--- src/rtl/mux_pipe_if.sv ---
// Handshake bundle for mux_pipe: packed select inputs upstream, flow-controlled word downstream.
// The slave modport is the stage itself; the master modport is the surrounding datapath.
interface mux_pipe_if #(
    parameter int unsigned DATA_SIZE = 32,
    parameter int unsigned NUM_IN    = 4
);
    localparam int unsigned SEL_W = $clog2(NUM_IN);

    logic [NUM_IN*DATA_SIZE-1:0] data_in;
    logic [SEL_W-1:0]            sel;
    logic                        in_valid;
    logic                        in_ready;
    logic                        flush;
    logic [DATA_SIZE-1:0]        data_out;
    logic                        out_valid;
    logic                        out_ready;
    logic [1:0]                  count;
    logic                        sel_err;
    logic                        sel_err_clr;

    modport slave (
        input  data_in,
        input  sel,
        input  in_valid,
        output in_ready,
        input  flush,
        output data_out,
        output out_valid,
        input  out_ready,
        output count,
        output sel_err,
        input  sel_err_clr
    );

    modport master (
        output data_in,
        output sel,
        output in_valid,
        input  in_ready,
        output flush,
        input  data_out,
        input  out_valid,
        output out_ready,
        input  count,
        input  sel_err,
        output sel_err_clr
    );
endinterface

--- src/rtl/mux_pipe.sv ---
// N:1 select stage with a registered valid/ready output backed by a two-entry skid buffer,
// so upstream sees a registered in_ready while the stage still sustains one word per cycle.
module mux_pipe #(
    parameter int unsigned         DATA_SIZE   = 32,
    parameter int unsigned         NUM_IN      = 4,
    parameter logic [DATA_SIZE-1:0] DEFAULT_VAL = '0
) (
    input logic       clk,
    input logic       rst_n,
    mux_pipe_if.slave bus
);
    localparam int unsigned SEL_W = $clog2(NUM_IN);

    logic [DATA_SIZE-1:0] sel_word;
    logic                 sel_oob;
    logic                 accept;
    logic                 pop;

    logic [DATA_SIZE-1:0] main_q, main_d;
    logic                 main_vld_q, main_vld_d;
    logic [DATA_SIZE-1:0] skid_q, skid_d;
    logic                 skid_vld_q, skid_vld_d;
    logic                 in_ready_q, in_ready_d;
    logic                 sel_err_q, sel_err_d;

    // Unmatched codes fall through to the default word and flag the error.
    always_comb begin
        sel_word = DEFAULT_VAL;
        sel_oob  = 1'b1;
        for (int unsigned i = 0; i < NUM_IN; i++) begin
            if (bus.sel == SEL_W'(i)) begin
                sel_word = bus.data_in[i*DATA_SIZE +: DATA_SIZE];
                sel_oob  = 1'b0;
            end
        end
    end

    assign accept = bus.in_valid && in_ready_q;
    assign pop    = main_vld_q && bus.out_ready;

    always_comb begin
        main_d     = main_q;
        main_vld_d = main_vld_q;
        skid_d     = skid_q;
        skid_vld_d = skid_vld_q;

        if (bus.flush) begin
            main_d     = '0;
            main_vld_d = 1'b0;
            skid_vld_d = 1'b0;
        end else if (pop && skid_vld_q) begin
            // in_ready_q is low here, so no accept can collide with the refill.
            main_d     = skid_q;
            skid_vld_d = 1'b0;
        end else begin
            if (pop) begin
                main_d     = '0;
                main_vld_d = 1'b0;
            end
            if (accept) begin
                if (!main_vld_q || pop) begin
                    main_d     = sel_word;
                    main_vld_d = 1'b1;
                end else begin
                    skid_d     = sel_word;
                    skid_vld_d = 1'b1;
                end
            end
        end
    end

    assign in_ready_d = !skid_vld_d;

    always_comb begin
        sel_err_d = sel_err_q;
        if (bus.sel_err_clr) begin
            sel_err_d = 1'b0;
        end
        if (accept && sel_oob) begin
            sel_err_d = 1'b1;
        end
    end

    always_ff @(posedge clk or negedge rst_n) begin
        if (!rst_n) begin
            main_q     <= '0;
            main_vld_q <= 1'b0;
            skid_q     <= '0;
            skid_vld_q <= 1'b0;
            in_ready_q <= 1'b1;
            sel_err_q  <= 1'b0;
        end else begin
            main_q     <= main_d;
            main_vld_q <= main_vld_d;
            skid_q     <= skid_d;
            skid_vld_q <= skid_vld_d;
            in_ready_q <= in_ready_d;
            sel_err_q  <= sel_err_d;
        end
    end

    assign bus.data_out  = main_q;
    assign bus.out_valid = main_vld_q;
    assign bus.in_ready  = in_ready_q;
    assign bus.sel_err   = sel_err_q;
    assign bus.count     = {1'b0, main_vld_q} + {1'b0, skid_vld_q};

endmodule

--- src/flat_wrapper.sv ---
// flat-port wrapper written by rule: the top's interface ports become plain ports
module mux_pipe_flat 
#(
    parameter int unsigned         DATA_SIZE   = 32,
    parameter int unsigned         NUM_IN      = 4,
    parameter logic [DATA_SIZE-1:0] DEFAULT_VAL = '0
)
  (clk, rst_n, bus_data_in, bus_sel, bus_in_valid, bus_in_ready, bus_flush, bus_data_out, bus_out_valid, bus_out_ready, bus_count, bus_sel_err, bus_sel_err_clr);
  mux_pipe_if #(.DATA_SIZE(DATA_SIZE), .NUM_IN(NUM_IN)) bus_i ();
  input logic clk;
  input logic rst_n;
  input wire logic [$bits(bus_i.data_in)-1:0] bus_data_in;
  input wire logic [$bits(bus_i.sel)-1:0] bus_sel;
  input wire logic [$bits(bus_i.in_valid)-1:0] bus_in_valid;
  output wire logic [$bits(bus_i.in_ready)-1:0] bus_in_ready;
  input wire logic [$bits(bus_i.flush)-1:0] bus_flush;
  output wire logic [$bits(bus_i.data_out)-1:0] bus_data_out;
  output wire logic [$bits(bus_i.out_valid)-1:0] bus_out_valid;
  input wire logic [$bits(bus_i.out_ready)-1:0] bus_out_ready;
  output wire logic [$bits(bus_i.count)-1:0] bus_count;
  output wire logic [$bits(bus_i.sel_err)-1:0] bus_sel_err;
  input wire logic [$bits(bus_i.sel_err_clr)-1:0] bus_sel_err_clr;
  assign bus_i.data_in = bus_data_in;
  assign bus_i.sel = bus_sel;
  assign bus_i.in_valid = bus_in_valid;
  assign bus_in_ready = bus_i.in_ready;
  assign bus_i.flush = bus_flush;
  assign bus_data_out = bus_i.data_out;
  assign bus_out_valid = bus_i.out_valid;
  assign bus_i.out_ready = bus_out_ready;
  assign bus_count = bus_i.count;
  assign bus_sel_err = bus_i.sel_err;
  assign bus_i.sel_err_clr = bus_sel_err_clr;
  mux_pipe #(.DATA_SIZE(DATA_SIZE), .NUM_IN(NUM_IN), .DEFAULT_VAL(DEFAULT_VAL)) u_core (.clk(clk), .rst_n(rst_n), .bus(bus_i));
endmodule
--- config.mk ---
export PLATFORM = sky130hd
export DESIGN_NAME = mux_pipe_flat
export DESIGN_NICKNAME = d
export VERILOG_FILES = /design/src/rtl/mux_pipe_if.sv /design/src/rtl/mux_pipe.sv /design/src/flat_wrapper.sv
export SDC_FILE = /design/constraint.sdc
export NUM_CORES = 1
export LEC_CHECK = 0
export ABC_CLOCK_PERIOD_IN_PS = 1670
export CAP_MARGIN = 30
export CORE_AREA = 2 2 103 105
export CTS_BUF_LIST = sky130_fd_sc_hd__clkbuf_4
export CTS_CLUSTER_DIAMETER = 120
export DETAILED_ROUTE_END_ITERATION = 6
export DIE_AREA = 0 0 105 107
export HOLD_SLACK_MARGIN = 0.03
export PLACE_DENSITY = 0.77
export SLEW_MARGIN = 15
export SYNTH_ARGS = -nofsm -noshare
export SYNTH_HDL_FRONTEND = slang
export SYNTH_SLANG_ARGS = --single-unit
--- constraint.sdc ---
create_clock -name clk -period 1.67 [get_ports clk]
set_input_delay 0.167 -clock clk [delete_from_list [all_inputs] [get_ports clk]]
set_output_delay 0.167 -clock clk [all_outputs]
set_load 0.02 [all_outputs]
==> results.md, run 1 <==
- DRC: 0
- Multiplexer share of the synthesized area: 29.3%
- Maximum clock path buffer count: 2
- Diodes inserted: 0
- Overall Global Routing Usage: 20.2%
- Synth Area in Adders: 0.324%
- Cell count after synthesis: 311
- Number of cells on the worst reg-to-reg path: 5
- Highest cell delay on the worst timing path: approximately 550 ps
- HPWL after detailed placement: 7940 um
- Pin count of the biggest net entering global routing: 47
- Top Ports: 173
- Final setup violation count: 10
- Critical-path cell with the highest stage delay: dfstp_2
- Data required time of the critical path: approximately 2000 ps
- Top delay family on crit path: flip-flops
- Cells traversed along the worst timing path: and2_4 > nor3b_4 > buf_6 > clkbuf_16 > mux2_2
- Core area: 10100 um2
- Achievable clock frequency: roughly 590 MHz
- Vias after detailed routing: 3460
- Commonest cells after routing, fill and taps aside: clkdlybuf4s50_1 (164), dfrtp_1 (67), nand3_1 (33), nor2_1 (33)
- Average instance area after synthesis: 12.4 um2
- Seq/Total Area, Yosys: 44.1%
- Launching instance or port of the critical path: u_core.bus.in_ready
- Routed via count divided by cell count: 5.57
- Type of origin of the critical path: flop
- Max FO, Critical Path: 16
- Leakage component of the power: 2.39 nW
- Post-synthesis simple-gate area fraction: 9.53%
- Number of enable-type register cells in the synthesized netlist: 0
- TritonCTS clock tree: built
- Die ar.: 11200 um2
- Dominant cell type by area after synthesis: dfrtp_1
- Share of cells above drive strength 1: 19.2%
- Synth-to-Final Area Change: 54.4%
- Share of synthesized registers carrying an async set or reset: 100%
- Status: finished, violations left
- Remaining Overflow, GRT: 0
- Number of nets in the finished design: approximately 600
- Final Core Density: 59.0%
- RePlAce Congestion: 0.792
- Post-Syn Area: 3860 um2
- Synthesized Nets: 448
- RR Startpoint: u_core.bus.in_ready
- Library cell used as clock root buffer: clkbuf_4
- Number of buffer cells added on primary ports: 172
- Critical path depth in cells: 5
- Minimum setup slack in the final design: -20.9 ps
- Number of warnings issued by yosys: 0
- Max VDD drop: 0.366 mV
- Total power draw: between 4 and 5 mW
- Wirelength, routed: 11400 um
- Detailed router's first-iteration violation count: 163
- Most used flip-flop cell after synthesis: dfrtp_1
- Initial standard-cell utilization of the core: 38.2%
- Final hold vios: 0
- CTS H-tree lvls: 3
- Antenna violations before repair: 0
- Relative max-transition margin: 71.6%
- Minimum hold slack: 182 ps
- Final period utilization: 101%
- Area share of the leading cell type in the synthesized netlist: 43.5%
- Most common library cell in the layout ignoring fill and taps: clkdlybuf4s50_1
- Number of storage elements in the synthesis netlist: 68
- Placement Rows: 37
- Kind of capture point of the worst setup path: flop
- Routed len/inst: 18.3 um
- Area of all placed cells without fillers: approximately 6000 um2
- Share of the synthesized netlist area taken by xor and xnor gates: 0%
- Failing checks: negative setup slack
- Kind of critical path: flop to flop
- Transition time at the pin with the least slew margin: 426 ps
- Via count of the first global-routing pass: roughly 3700
- Placed Area: 5760 um2
- Insertion delay to the later sink of the worst-skew pair: approximately 400 ps
- CTS buffer count: 9
- Min-Delay Path Class: primary input to asynchronous set/reset pin
- Compound-gate portion of the synthesized area: 11.7%
- Maxcap violations: 0
- Final period demand of the worst path: 1690 ps
- Capture instance of the worst register-to-register path: u_core.skid_q[3]
- Unrepaired setup endpoints after global routing: true
- Wire length of the first global-routing pass: 18100 um
- Y dimension of the die: 107 um
- Die outline width: between 100 and 150 um
- Count of clock tree sinks: 68
- Top area cells in the synthesized netlist: dfrtp_1 (43%), mux4_2 (12%), mux2_2 (8.5%), mux4_1 (8.2%), a211oi_1 (6.2%)
- Critical path buffers and inverters: 2
- Number of pins with negative max-slew slack in the final report: 0
- Clock edge transition at the registers on the reported setup and hold paths: 110 ps
- Number of distinct library cell variants in the gate-level netlist after synthesis: 26
- PwrDens: ~730 nW/um2
- End point of the critical path: u_core.skid_q[3]
- Number of inserted filler cells in the final layout: 863
- Final worst clock skew: roughly 13 ps
- Worst EP arrival: 1990 ps
- Worst reg-to-reg setup slack: -20 ps
- First-pass iteration count of the detailed router: 4
- Post-detailed-route count of antenna-violating nets: 0
- Combinational family with the most area after synthesis: multiplexers
==> kinds of logic after synthesis <==
| group | Yosys count |
|---|---|
| buf+inv | 35 |
| flops | 68 |
| simple gates | 77 |
| mux | 64 |
| compound gates | 66 |
| fa+ha+maj | 1 |
==> timing repair <==
item,in CTS,in global routing
gates cloned,0,2
endpoints found under the setup margin,4,13
endpoints found under the hold margin,67,0
gates resized for setup,4,2
setup buffers,0,3
hold buffers,1,0
==> report_power, final <==
| group | leakage [nW] | internal [mW] | switching (mW) |
|---|---|---|---|
| Sequential | 0.873 | 1.96 | 0.171 |
| Clock | 0.0603 | 0.330 | 0.575 |
| Combinational | 1.45 | 0.823 | 0.510 |
| Total | 2.39 | 3.11 | 1.26 |
==> cell type report <==
cell class	count	area [um2]	area share [%]
timing repair buffer	193	2000	33.6
tap	136	170	2.86
clock buffer	11	82.6	1.39
clock inverter	5	28.8	0.483
sequential	68	1700	28.6
multi-input combinational	208	1970	33.1
==> state kept, by name (all words and copies together) (netlist names) <==
| signal | cells |
|---|---|
| u_core.bus.data_out | 32 |
| u_core.bus.in_ready | 1 |
| u_core.bus.out_valid | 1 |
| u_core.bus.sel_err | 1 |
| u_core.skid_q | 32 |
| u_core.skid_vld_q | 1 |
==> how the worst min path moves through the flow <==
stage	end	slack (ps)	cells past startpoint
6_report	u_core.skid_q[19]	180	2
2_1_floorplan	u_core.bus.data_out[0]	-130	0
3_5_place_dp	u_core.bus.data_out[21]	80	1
3_3_place_gp	u_core.bus.data_out[21]	80	1
4_1_cts	u_core.skid_q[19]	180	2
5_1_grt	u_core.skid_q[19]	190	2
==> synth_stat cells, drive strengths merged, types with 2 or more instances <==
cell and count:
nand2b 2, a211oi 32, and2 2, dfrtp 67
nor2 33, clkbuf 17, a31oi 32, mux2 32
buf 18, nand3 33, mux4 32, a21oi 2
==> layer usage <==
metal  part of all wire [%]  vias to the layer above  track usage, %
li1                       -                     1562               -
met1                     38                     1717            23.9
met2                     53                      163            36.4
met3                    6.7                       18            3.59
met4                    2.2                        0            8.38
met5                      0                        -               0
==> stage by stage <==
step	std cells	TNS (ps)	worst slack, ps
final	621	-58.3	-20.9
after global routing	621	-468	-45.4
after global placement	599	-2510	-85.1
after CTS	616	0	21.3
after floorplan	311	-2520	-88.4
after detailed placement	599	-3560	-124
No activity file was read; power rests on OpenSTA's default activity.
==> inputs of run 2 (changes only) <==
CTS_CLUSTER_DIAMETER = 150   (was 120)
==> results of run 2 <==
Same layout as run 1: the final DEF is identical, and so are final timing and power.
